==> src/rtl/fifo_uart_tx.sv <==
`timescale 1ns/1ps
// fifo_uart_tx: pops bytes from a byte FIFO and sends them LSB-first as UART frames, new frames gated by CTS.
// Optional feature macro UART_TX_PARITY_EN appends an even-parity bit (8E1); left undefined the framing is 8N1.
module fifo_uart_tx #(
  parameter int c_CLKSPERBIT = 104,
  parameter int c_DATAWIDTH  = 8
) (
  input  logic                   i_clock,
  input  logic                   i_resetn,
  input  logic [c_DATAWIDTH-1:0] i_fifo_data,
  input  logic                   i_fifo_empty,
  output logic                   o_fifo_readen,
  input  logic                   i_ctsn,
  output logic                   o_tx,
  output logic                   o_busy
);

  localparam int BAUD_W = (c_CLKSPERBIT > 1) ? $clog2(c_CLKSPERBIT) : 1;
  localparam int BIT_W  = (c_DATAWIDTH > 1) ? $clog2(c_DATAWIDTH) : 1;
  localparam logic [BAUD_W-1:0] BAUD_LAST = BAUD_W'(c_CLKSPERBIT - 1);
  localparam logic [BIT_W-1:0]  BIT_LAST  = BIT_W'(c_DATAWIDTH - 1);

  typedef enum logic [2:0] {
    ST_IDLE,
    ST_POP,
    ST_START,
    ST_DATA,
`ifdef UART_TX_PARITY_EN
    ST_PARITY,
`endif
    ST_STOP
  } state_t;

  state_t                   state_reg, state_next;
  logic [BAUD_W-1:0]        baud_reg, baud_next;
  logic [BIT_W-1:0]         bit_reg, bit_next;
  logic [c_DATAWIDTH-1:0]   shift_reg, shift_next;
  logic [c_DATAWIDTH-1:0]   shift_shr;
  logic                     tx_reg, tx_next;
  logic                     busy_reg, busy_next;
  logic [1:0]               rst_sync_reg;
  logic                     rst_n_int;
  logic                     pop_go;
  logic                     bit_end;

  // Assert follows i_resetn at once; release is delayed two clocks so the FSM leaves reset cleanly.
  always_ff @(posedge i_clock or negedge i_resetn) begin
    if (!i_resetn) begin
      rst_sync_reg <= 2'b00;
    end else begin
      rst_sync_reg <= {rst_sync_reg[0], 1'b1};
    end
  end

  assign rst_n_int = rst_sync_reg[1];

`ifdef UART_TX_PARITY_EN
  logic [c_DATAWIDTH:0] par_chain;
  logic                 parity_reg, parity_next;
  genvar gi;

  assign par_chain[0] = 1'b0;
  generate
    for (gi = 0; gi < c_DATAWIDTH; gi++) begin : g_par
      assign par_chain[gi+1] = par_chain[gi] ^ i_fifo_data[gi];
    end
  endgenerate
`endif

  // The pop is decided combinationally so the FIFO sees it on the same edge that captures the byte.
  assign pop_go        = (state_reg == ST_IDLE) && rst_n_int && !i_fifo_empty && !i_ctsn;
  assign o_fifo_readen = pop_go;
  assign bit_end       = (baud_reg == BAUD_LAST);
  assign shift_shr     = shift_reg >> 1;

  always_comb begin
    state_next = state_reg;
    baud_next  = baud_reg;
    bit_next   = bit_reg;
    shift_next = shift_reg;
    tx_next    = tx_reg;
`ifdef UART_TX_PARITY_EN
    parity_next = parity_reg;
`endif
    case (state_reg)
      ST_IDLE: begin
        tx_next   = 1'b1;
        baud_next = '0;
        bit_next  = '0;
        if (pop_go) begin
          shift_next = i_fifo_data;
`ifdef UART_TX_PARITY_EN
          parity_next = par_chain[c_DATAWIDTH];
`endif
          state_next = ST_POP;
        end
      end
      ST_POP: begin
        // Line drops to the start level on the same edge that enters START.
        baud_next  = '0;
        tx_next    = 1'b0;
        state_next = ST_START;
      end
      ST_START: begin
        if (bit_end) begin
          baud_next  = '0;
          bit_next   = '0;
          tx_next    = shift_reg[0];
          state_next = ST_DATA;
        end else begin
          baud_next = baud_reg + BAUD_W'(1);
        end
      end
      ST_DATA: begin
        if (bit_end) begin
          baud_next = '0;
          if (bit_reg == BIT_LAST) begin
            bit_next = '0;
`ifdef UART_TX_PARITY_EN
            tx_next    = parity_reg;
            state_next = ST_PARITY;
`else
            tx_next    = 1'b1;
            state_next = ST_STOP;
`endif
          end else begin
            bit_next   = bit_reg + BIT_W'(1);
            shift_next = shift_shr;
            tx_next    = shift_shr[0];
          end
        end else begin
          baud_next = baud_reg + BAUD_W'(1);
        end
      end
`ifdef UART_TX_PARITY_EN
      ST_PARITY: begin
        if (bit_end) begin
          baud_next  = '0;
          tx_next    = 1'b1;
          state_next = ST_STOP;
        end else begin
          baud_next = baud_reg + BAUD_W'(1);
        end
      end
`endif
      ST_STOP: begin
        tx_next = 1'b1;
        if (bit_end) begin
          baud_next  = '0;
          state_next = ST_IDLE;
        end else begin
          baud_next = baud_reg + BAUD_W'(1);
        end
      end
      default: begin
        tx_next    = 1'b1;
        baud_next  = '0;
        bit_next   = '0;
        state_next = ST_IDLE;
      end
    endcase
    busy_next = (state_next != ST_IDLE);
  end

  always_ff @(posedge i_clock or negedge rst_n_int) begin
    if (!rst_n_int) begin
      state_reg <= ST_IDLE;
      baud_reg  <= '0;
      bit_reg   <= '0;
      shift_reg <= '0;
      tx_reg    <= 1'b1;
      busy_reg  <= 1'b0;
`ifdef UART_TX_PARITY_EN
      parity_reg <= 1'b0;
`endif
    end else begin
      state_reg <= state_next;
      baud_reg  <= baud_next;
      bit_reg   <= bit_next;
      shift_reg <= shift_next;
      tx_reg    <= tx_next;
      busy_reg  <= busy_next;
`ifdef UART_TX_PARITY_EN
      parity_reg <= parity_next;
`endif
    end
  end

  assign o_tx   = tx_reg;
  assign o_busy = busy_reg;

endmodule
==> config.mk <==
export PLATFORM = sky130hd
export DESIGN_NAME = fifo_uart_tx
export DESIGN_NICKNAME = d
export VERILOG_FILES = /design/src/rtl/fifo_uart_tx.sv
export SDC_FILE = /design/constraint.sdc
export NUM_CORES = 1
export LEC_CHECK = 0
export CORE_MARGIN = 3
export CORE_UTILIZATION = 33
export CTS_CLUSTER_DIAMETER = 150
export DETAILED_ROUTE_END_ITERATION = 16
export MAX_ROUTING_LAYER = met4
export SLEW_MARGIN = 20
export SYNTH_ARGS = -nofsm -noshare
export SYNTH_HDL_FRONTEND = slang
export SYNTH_SLANG_ARGS = --single-unit
==> constraint.sdc <==
create_clock -name i_clock -period 1.8 [get_ports i_clock]
set_input_delay 0.36 -clock i_clock [delete_from_list [all_inputs] [get_ports i_clock]]
set_output_delay 0.36 -clock i_clock [all_outputs]
set_load 0.03 [all_outputs]
* Yosys cells after proc, flatten, opt, wreduce, memory -nomap -nowiden
Cells that the tools add are included.
** Storage, ports and cells
- Logic and storage cells :: 53
- Bits in registers :: 25
- Bits of input ports :: 12
- Output and inout port bits :: 3
** Cells by class
- Mux-type cells :: 20
- Reductions and logical operators :: 13
- Add/sub/neg operators :: 2
- Eq/ne operators :: 10
- Bitwise logic cells :: 1
** Operators with widths (count)
- 3-bit 2-to-1 mux :: 8
- 8-bit 2-to-1 mux :: 3
- 8-bit case mux with 2 select lines :: 1
- 3-bit case mux with 5 select lines :: 1
- 7-bit 2-to-1 mux :: 2
- 3-bit case mux with 3 select lines :: 1
- 2-bit inequality test (second input constant) :: 4
- 7-bit by 1-bit adder with 7-bit output (second input constant) :: 1
- 7-bit == test (second input constant) :: 1
- 3-bit by 2-bit == test with 1-bit output (second input constant) :: 2
- 3-bit == test (second input constant) :: 2
- 4-bit AND reduction :: 1
- 3-bit by 1-bit adder with 3-bit output (second input constant) :: 1
- 3-bit by 1-bit == test with 1-bit output (second input constant) :: 1
- 1-bit logical AND :: 3
- 3-bit zero test :: 1
- 1-bit 2-to-1 mux :: 3
- 1-bit case mux with 3 select lines :: 1
- 3-bit AND reduction :: 1
- 3-bit nonzero test :: 1
- 3-bit OR reduction :: 1
- 1-bit zero test :: 2
- 2-bit AND reduction :: 1
- 2-bit nonzero test :: 1
- 2 further kinds :: 2

* Longest topological paths before layout
Gate-level depths: netlist of run 1.
- Depth in word-level cells :: 7
- Mapped depth :: 6

* Worst setup path after synthesis of run 1
OpenSTA, ideal clock, no wires.
- Path type :: register to register
- From :: register baud_reg[0]
- To :: register shift_reg[0]
- Library setup time :: 125 ps
- Clock period less this slack :: 2001 ps
- Buffers on the path :: 1
- Data required time :: 1675 ps
- Arrival :: 1876 ps
- Slack :: -201 ps
- Stages on the path, launching flop included :: 7
- Cells stage by stage :: dfrtp_1 ha_1 nand3_2 or3b_1 buf_2 o31ai_4 mux2_2
** On the way
- Longest elaborated chain between the ends :: 3
** Ends and longest elaborated chain
- start: declaration :: line 35 : logic [BAUD_W-1:0] baud_reg, baud_next;
- start signal: assignment :: line 178 : baud_reg <= baud_next;
- 7-bit == test :: line 73 : assign bit_end = (baud_reg == BAUD_LAST);
- 2-bit inequality test (no source line)
- 4-bit AND reduction (no source line)
- end signal: assignment :: line 180 : shift_reg <= shift_next;
- end: declaration :: line 37 : logic [c_DATAWIDTH-1:0] shift_reg, shift_next;
No other way between the ends.
A chain may end at the register's enable or synchronous reset.

* Final worst setup path of run 1
- From :: register baud_reg[0]
- To :: register shift_reg[4]
The elaborated chain is that of the path after synthesis.

==> results.py, run 1 <==
metrics = {
    "status": {
        "outcome": "finished with violations",
        "violations": "negative setup slack",
    },
    "final_layout": {
        "fin_util": 0.4787,
        "fin_cells": 191,
        "num_antenna_cells": 0,
        "drive_above_1_share": 0.3241,
        "largest_reg_flops": 8,
        "syn_to_final_growth_pct": 34.99,
        "design_area_um2": 1660,
        "num-nets-final": 161,
    },
    "yosys": {
        "synth_common_cells": "dfrtp_1 (24), mux2_2 (14), nor2_1 (7), nand3_1 (6), o21ai_0 (6)",
        "synth_seq_cells": 25,
        "synth.most_common_cell": "dfrtp_1",
        "synth_area_leaders": "dfrtp_1 (49%), mux2_2 (13%), ha_1 (3.1%)",
        "synthAdderAreaFrac": 0.03052,
        "synth_warnings": 0,
        "synth_largest_area_cell": "dfrtp_1",
        "yosysUniqueCellTypes": 31,
        "yosysTopAreaCellShare": 0.4883,
        "synth_edf_count": 0,
        "synth_area_um2": 1230,
        "async_reset_ff_frac": 1.000,
        "synthMuxAreaShare": 0.1282,
        "ys.flop_type": "dfrtp_1",
        "synth.avg_cell_area_um2": 11.28,
        "synth_compound_area_frac": 0.1241,
        "seq_area_frac_synth": 0.5097,
        "synth_top_family_by_area": "simple AND/OR/NAND/NOR gates",
        "yosys.area_share.xor_xnor": 0.02848,
        "syn_nets": 124,
        "synth_cells": 109,
        "synthSimpleGateAreaFrac": 0.1567,
    },
    "worst_setup_path": {
        "end_kind": "flop",
        "worstPathArrival_ps": 1980,
        "criticalPathCategory": "flop to flop",
        "cp-start-kind": "flop",
        "path_max_fanout": 4,
        "worstPathRequired_ps": 1960,
    },
    "clocking": {
        "hold_buffers": 0,
        "clkTransAtPathRegs_ps": 80,
        "insertion_delay_ps": 270,
        "cts_tree": "yes",
        "clockBufferDepth": 2,
        "cts.sinks": 25,
        "cts_root_buf": "clkbuf_8",
        "cts_buffers": 3,
        "cts.htree.levels": 1,
    },
    "timing": {
        "max_freq_mhz": 547.8,
        "report.final.setup_viol": 7,
        "fin_crit_sh": 1.014,
        "hold_violations": 0,
        "holdWs_ps": 245.4,
        "layout_setup_ws_ps": -25.53,
        "min_period_ps": 1826,
        "rsz0062_at_grt": "yes",
        "drv_slew": 0,
        "finalClockSkew_ps": 6.711,
    },
    "placement": {
        "placed_area_um2": 1539,
        "dpl.hpwl_um": 1942,
        "dp_slack_ps": -149.9,
        "portBuffers": 14,
        "place_inst": 182,
        "place.gp.congestion": 0.7992,
    },
    "die": {
        "die_w_um": 67.05,
        "rows": 21,
        "start_util": 0.3546,
        "ios": 15,
        "fp.dieH_um": 67.05,
        "die_area_um2": 4496,
        "placeableCoreArea_um2": 3468,
    },
    "global_route": {
        "grt_pass1_vias": 1039,
        "antenna_found_initial": 0,
        "met3_usage": 0.04384,
        "top_usage_layer": "met2",
        "gr-total-overflow": 0,
        "grt_max_degree": 24,
        "grtUsageMet2": 0.2429,
        "track_usage": 0.1475,
        "use_met1": 0.1745,
        "grt_first_pass_wirelength_um": 4795,
    },
    "route": {
        "firstDrtPassIters": 4,
        "drt_iter0_drc": 69,
        "drt_drc_violations_left": 0,
        "wirelength_um": 2766,
        "ant_nets": 0,
        "wl_per_cell_um": 14.48,
        "vias": 961,
        "vias_per_cell": 5.031,
    },
    "power_and_ir_drop": {
        "power_leakage_nw": 0.7578,
        "ir_drop_uv": 714.5,
        "power_density_nw_per_um2": 569.3,
    },
    "hold_path": {
        "hp-class": "primary input to asynchronous set/reset pin",
    },
    "run": {
        "maxCapViolations": 0,
    },
}
==> worst max-delay path, cell delays in order (launching register included) <==
cell and delay [ps]:
dfrtp_1 360, ha_2 200, nand3_2 70, or3b_4 400
o31ai_4 230, buf_6 170, mux2_4 290
==> metal layers <==
layer,share of wire,vias to the layer above
li1,-,463
met4,0.0069,0
met3,0.032,4
met5,0,-
met2,0.52,13
met1,0.44,481
==> stage by stage <==
stage	power, mW	TNS (ps)
floorplan	0.5902	-1014
global placement	0.6203	-709.6
detailed placement	0.6220	-1030
CTS	0.9571	-474.8
global route	0.9882	-697.9
finish	0.9452	-141.8
==> layout make-up <==
type / instances / area, um^2
well taps: 46 / 57.56
repair buffers: 36 / 309.0
flip-flops and latches: 25 / 626.9
clock buffers: 3 / 41.29
clock inverters: 1 / 5.005
inverters: 2 / 7.507
fillers: 336 / 1808
multi-input cells: 78 / 613.1
==> power by group <==
part / internal (mW) / total [mW] / leakage, nW / switching (mW)
logic: 0.0287 / 0.0457 / 0.412 / 0.0170
registers: 0.563 / 0.565 / 0.321 / 0.00178
clock network: 0.155 / 0.334 / 0.0255 / 0.179
total: 0.747 / 0.945 / 0.758 / 0.198
==> cells in the final DEF, fill, tap and decap left out, drive strengths merged, types with 2 or more instances in the layout <==
cell	count
nor3b	3
dfrtp	24
a2bb2oi	3
buf	23
nand3	7
xor2	2
a21oi	4
o21ai	6
and2	2
clkdlybuf4s50	12
mux2	14
inv	2
and3	2
nor2b	4
xnor2	2
nor2	7
nand2	4
nor3	3
clkbuf	3
ha	3
a31oi	3
==> logic make-up (layout without fill, tap and decap cells) <==
family | count (synthesis) | after routing
simple gates | 35 | 35
flops | 25 | 25
compound gates | 21 | 21
mux | 14 | 14
buf+inv | 6 | 42
xor+xnor | 4 | 4
fa+ha+maj | 3 | 3
other cells | 1 | 1
==> final timing paths <==
check / slack [ps] / end / start / cells after the start
min in group i_clock: 370 / rst_sync_reg[1] / rst_sync_reg[0] / 0
worst max-delay path: -30 / shift_reg[4] / baud_reg[0] / 6
worst min register to register: 340 / shift_reg[0] / rst_sync_reg[1] / 1
max in group asynchronous: 1180 / o_tx / rst_sync_reg[1] / 1
worst min-delay path: 250 / rst_sync_reg[1] / i_resetn / 1
worst max register to register: -30 / shift_reg[4] / baud_reg[0] / 6
==> what timing repair did <==
item,CTS,global route
setup buffers,4,1
gates cloned,0,0
gates resized for setup,11,1
pin swaps,4,3
setup endpoints to repair,10,9
(Power assumes the default switching activity.)
==> run 2, diff against run 1 <==
--- a/config.mk
+++ b/config.mk
@@ -5,7 +5,7 @@
 export SDC_FILE = /design/constraint.sdc
 export NUM_CORES = 1
 export LEC_CHECK = 0
-export CORE_MARGIN = 3
+export CORE_MARGIN = 4
 export CORE_UTILIZATION = 33
 export CTS_CLUSTER_DIAMETER = 150
 export DETAILED_ROUTE_END_ITERATION = 16
==> run 2 against run 1 <==
Against the previous run: the run still ends with negative setup slack left; die area grew 6.1%; clock-buffer cell count grew 1; hold slack gained 8.1 ps; clock skew shrank 1.0 ps; wire length shrank 7.7%; power shrank 1.1%; register-to-register slack is essentially flat.
==> results.py, run 2 (same netlist as run 1, synthesis figures left out) <==
metrics = {
    "die": {
        "die_w_um": 69.05,
        "fp.dieH_um": 69.05,
        "rows": 21,
        "placeableCoreArea_um2": 3468,
        "ios": 15,
        "die_area_um2": 4768,
        "start_util": 0.3546,
    },
    "route": {
        "vias": 951,
        "drt_iter0_drc": 36,
        "maxUsedRoutingLayer": "met4",
        "ant_nets": 0,
        "wirelength_um": 2552,
        "wl_met3_um": 54,
        "met2WireLength_um": 1317,
        "drt_drc_violations_left": 0,
        "wl_per_cell_um": 13.29,
        "wl_met1_um": 1129,
        "firstDrtPassIters": 4,
        "vias_per_cell": 4.953,
    },
    "status": {
        "violations": "negative setup slack",
        "outcome": "finished with violations",
    },
    "global_route": {
        "grt_pass1_vias": 1012,
        "grt_first_pass_wirelength_um": 4554,
        "track_usage": 0.1202,
        "antenna_found_initial": 0,
        "grt_max_degree": 24,
        "gr-total-overflow": 0,
    },
    "final_layout": {
        "num_antenna_cells": 0,
        "fin_util": 0.4773,
        "design_area_um2": 1655,
        "mostFrequentLayoutCell": "dfrtp_1",
        "fillerInstances": 348,
        "fin_cells": 192,
        "multi_input_area_um2": 605.6,
        "drive_above_1_share": 0.3425,
        "syn_to_final_growth_pct": 34.59,
        "layout_common_cells": "dfrtp_1 (24), buf_4 (23), mux2_2 (12), clkdlybuf4s50_1 (12)",
        "regArea_um2": 626.9,
        "num-nets-final": 162,
        "largest_reg_flops": 8,
    },
    "placement": {
        "placed_area_um2": 1546,
        "dp_slack_ps": -110.7,
        "place.gp.congestion": 0.7926,
        "dpl.hpwl_um": 1928,
        "place_inst": 183,
        "portBuffers": 14,
    },
    "clocking": {
        "cts_buffers": 3,
        "insertion_delay_ps": 260,
        "clockBufferDepth": 2,
        "cts.sinks": 25,
        "cts_root_buf": "clkbuf_8",
        "hold_buffers": 0,
        "cts.htree.levels": 1,
        "cts_tree": "yes",
        "clkTransAtPathRegs_ps": 90,
    },
    "worst_setup_path": {
        "slowest_delay_ps": 400,
        "worst_path_max_delay_cell": "or3b_4",
        "reg2regPathDepth": 6,
        "ff2ff_setup_slack_ps": -40,
        "path_max_fanout": 8,
        "startpoint": "baud_reg[0]",
        "cp-start-kind": "flop",
        "worstPathRequired_ps": 1950,
        "worst-path-stages": 6,
        "end_kind": "flop",
        "worstPathArrival_ps": 1990,
        "path_buf_inv": 1,
        "criticalPathCategory": "flop to flop",
        "crit_end": "shift_reg[6]",
        "path_cells": "ha_2 > nand3_2 > or3b_4 > o31ai_4 > buf_6 > mux2_2",
        "crit_family": "simple AND/OR/NAND/NOR gates",
        "r2r_end": "shift_reg[6]",
        "r2r_start": "baud_reg[0]",
    },
    "power_and_ir_drop": {
        "p_comb_frac": 0.047,
        "p_total_uw": 934.7,
        "power_leakage_nw": 0.7521,
        "p_switching_uw": 184.9,
        "power_frac_seq": 0.604,
        "switching_share": 0.1979,
        "p_clk_frac": 0.349,
        "ir_drop_uv": 207.7,
        "power_density_nw_per_um2": 564.7,
        "internal_power_uw": 749.8,
    },
    "timing": {
        "fin_crit_sh": 1.019,
        "holdWs_ps": 253.5,
        "hold_violations": 0,
        "finalClockSkew_ps": 5.671,
        "drv_slew": 0,
        "rsz0062_at_grt": "yes",
        "max_freq_mhz": 544.9,
        "min_period_ps": 1835,
        "layout_setup_ws_ps": -35.08,
        "report.final.setup_viol": 9,
        "setup_tns_ps": -203.7,
    },
    "hold_path": {
        "hp-class": "primary input to asynchronous set/reset pin",
    },
    "run": {
        "maxCapViolations": 0,
    },
}
run 2: cell count changes in the layout (fill, tap and decap cells not counted), sizes merged:
cell,previous run,this run
clkbuf,3,4
clkinv,1,0
buf,23,24
run 2: final cells by class:
cell class,count,share of cell area
clock buffers,4,0.02721
multi-input cells,78,0.3658
well taps,46,0.03477
inverters,2,0.004535
flip-flops and latches,25,0.3787
repair buffers,37,0.1890
run 2: per-layer routing:
layer	global-route usage	vias to the layer above
met4	0.05206	0
met3	0.02035	4
met2	0.2002	10
met5	-	-
li1	-	467
met1	0.1426	470
run 2: worst min path at each step:
stage	startpoint	slack (ps)	cells after the start	to
after floorplan	i_resetn	60	0	rst_sync_reg[0]
after global routing	i_resetn	240	1	rst_sync_reg[0]
after CTS	i_resetn	250	1	rst_sync_reg[0]
after global placement	rst_sync_reg[1]	300	1	shift_reg[2]
final	i_resetn	250	1	rst_sync_reg[0]
after detailed placement	rst_sync_reg[1]	300	1	shift_reg[2]
run 2: power by group through the flow:
stage / Clock (mW) / Combinational [mW] / Sequential (mW)
after floorplan: 0 / 0.00789 / 0.582
after global placement: 0 / 0.0444 / 0.576
after detailed placement: 0 / 0.0450 / 0.576
after CTS: 0.343 / 0.0454 / 0.565
after global routing: 0.365 / 0.0495 / 0.565
final: 0.326 / 0.0439 / 0.565
run 2: what timing repair did:
item	in CTS	in global routing
pin swaps	0	1
endpoints found under the hold margin	0	0
gates resized for setup	5	4
setup endpoints to repair	11	15
buffers inserted	3	2
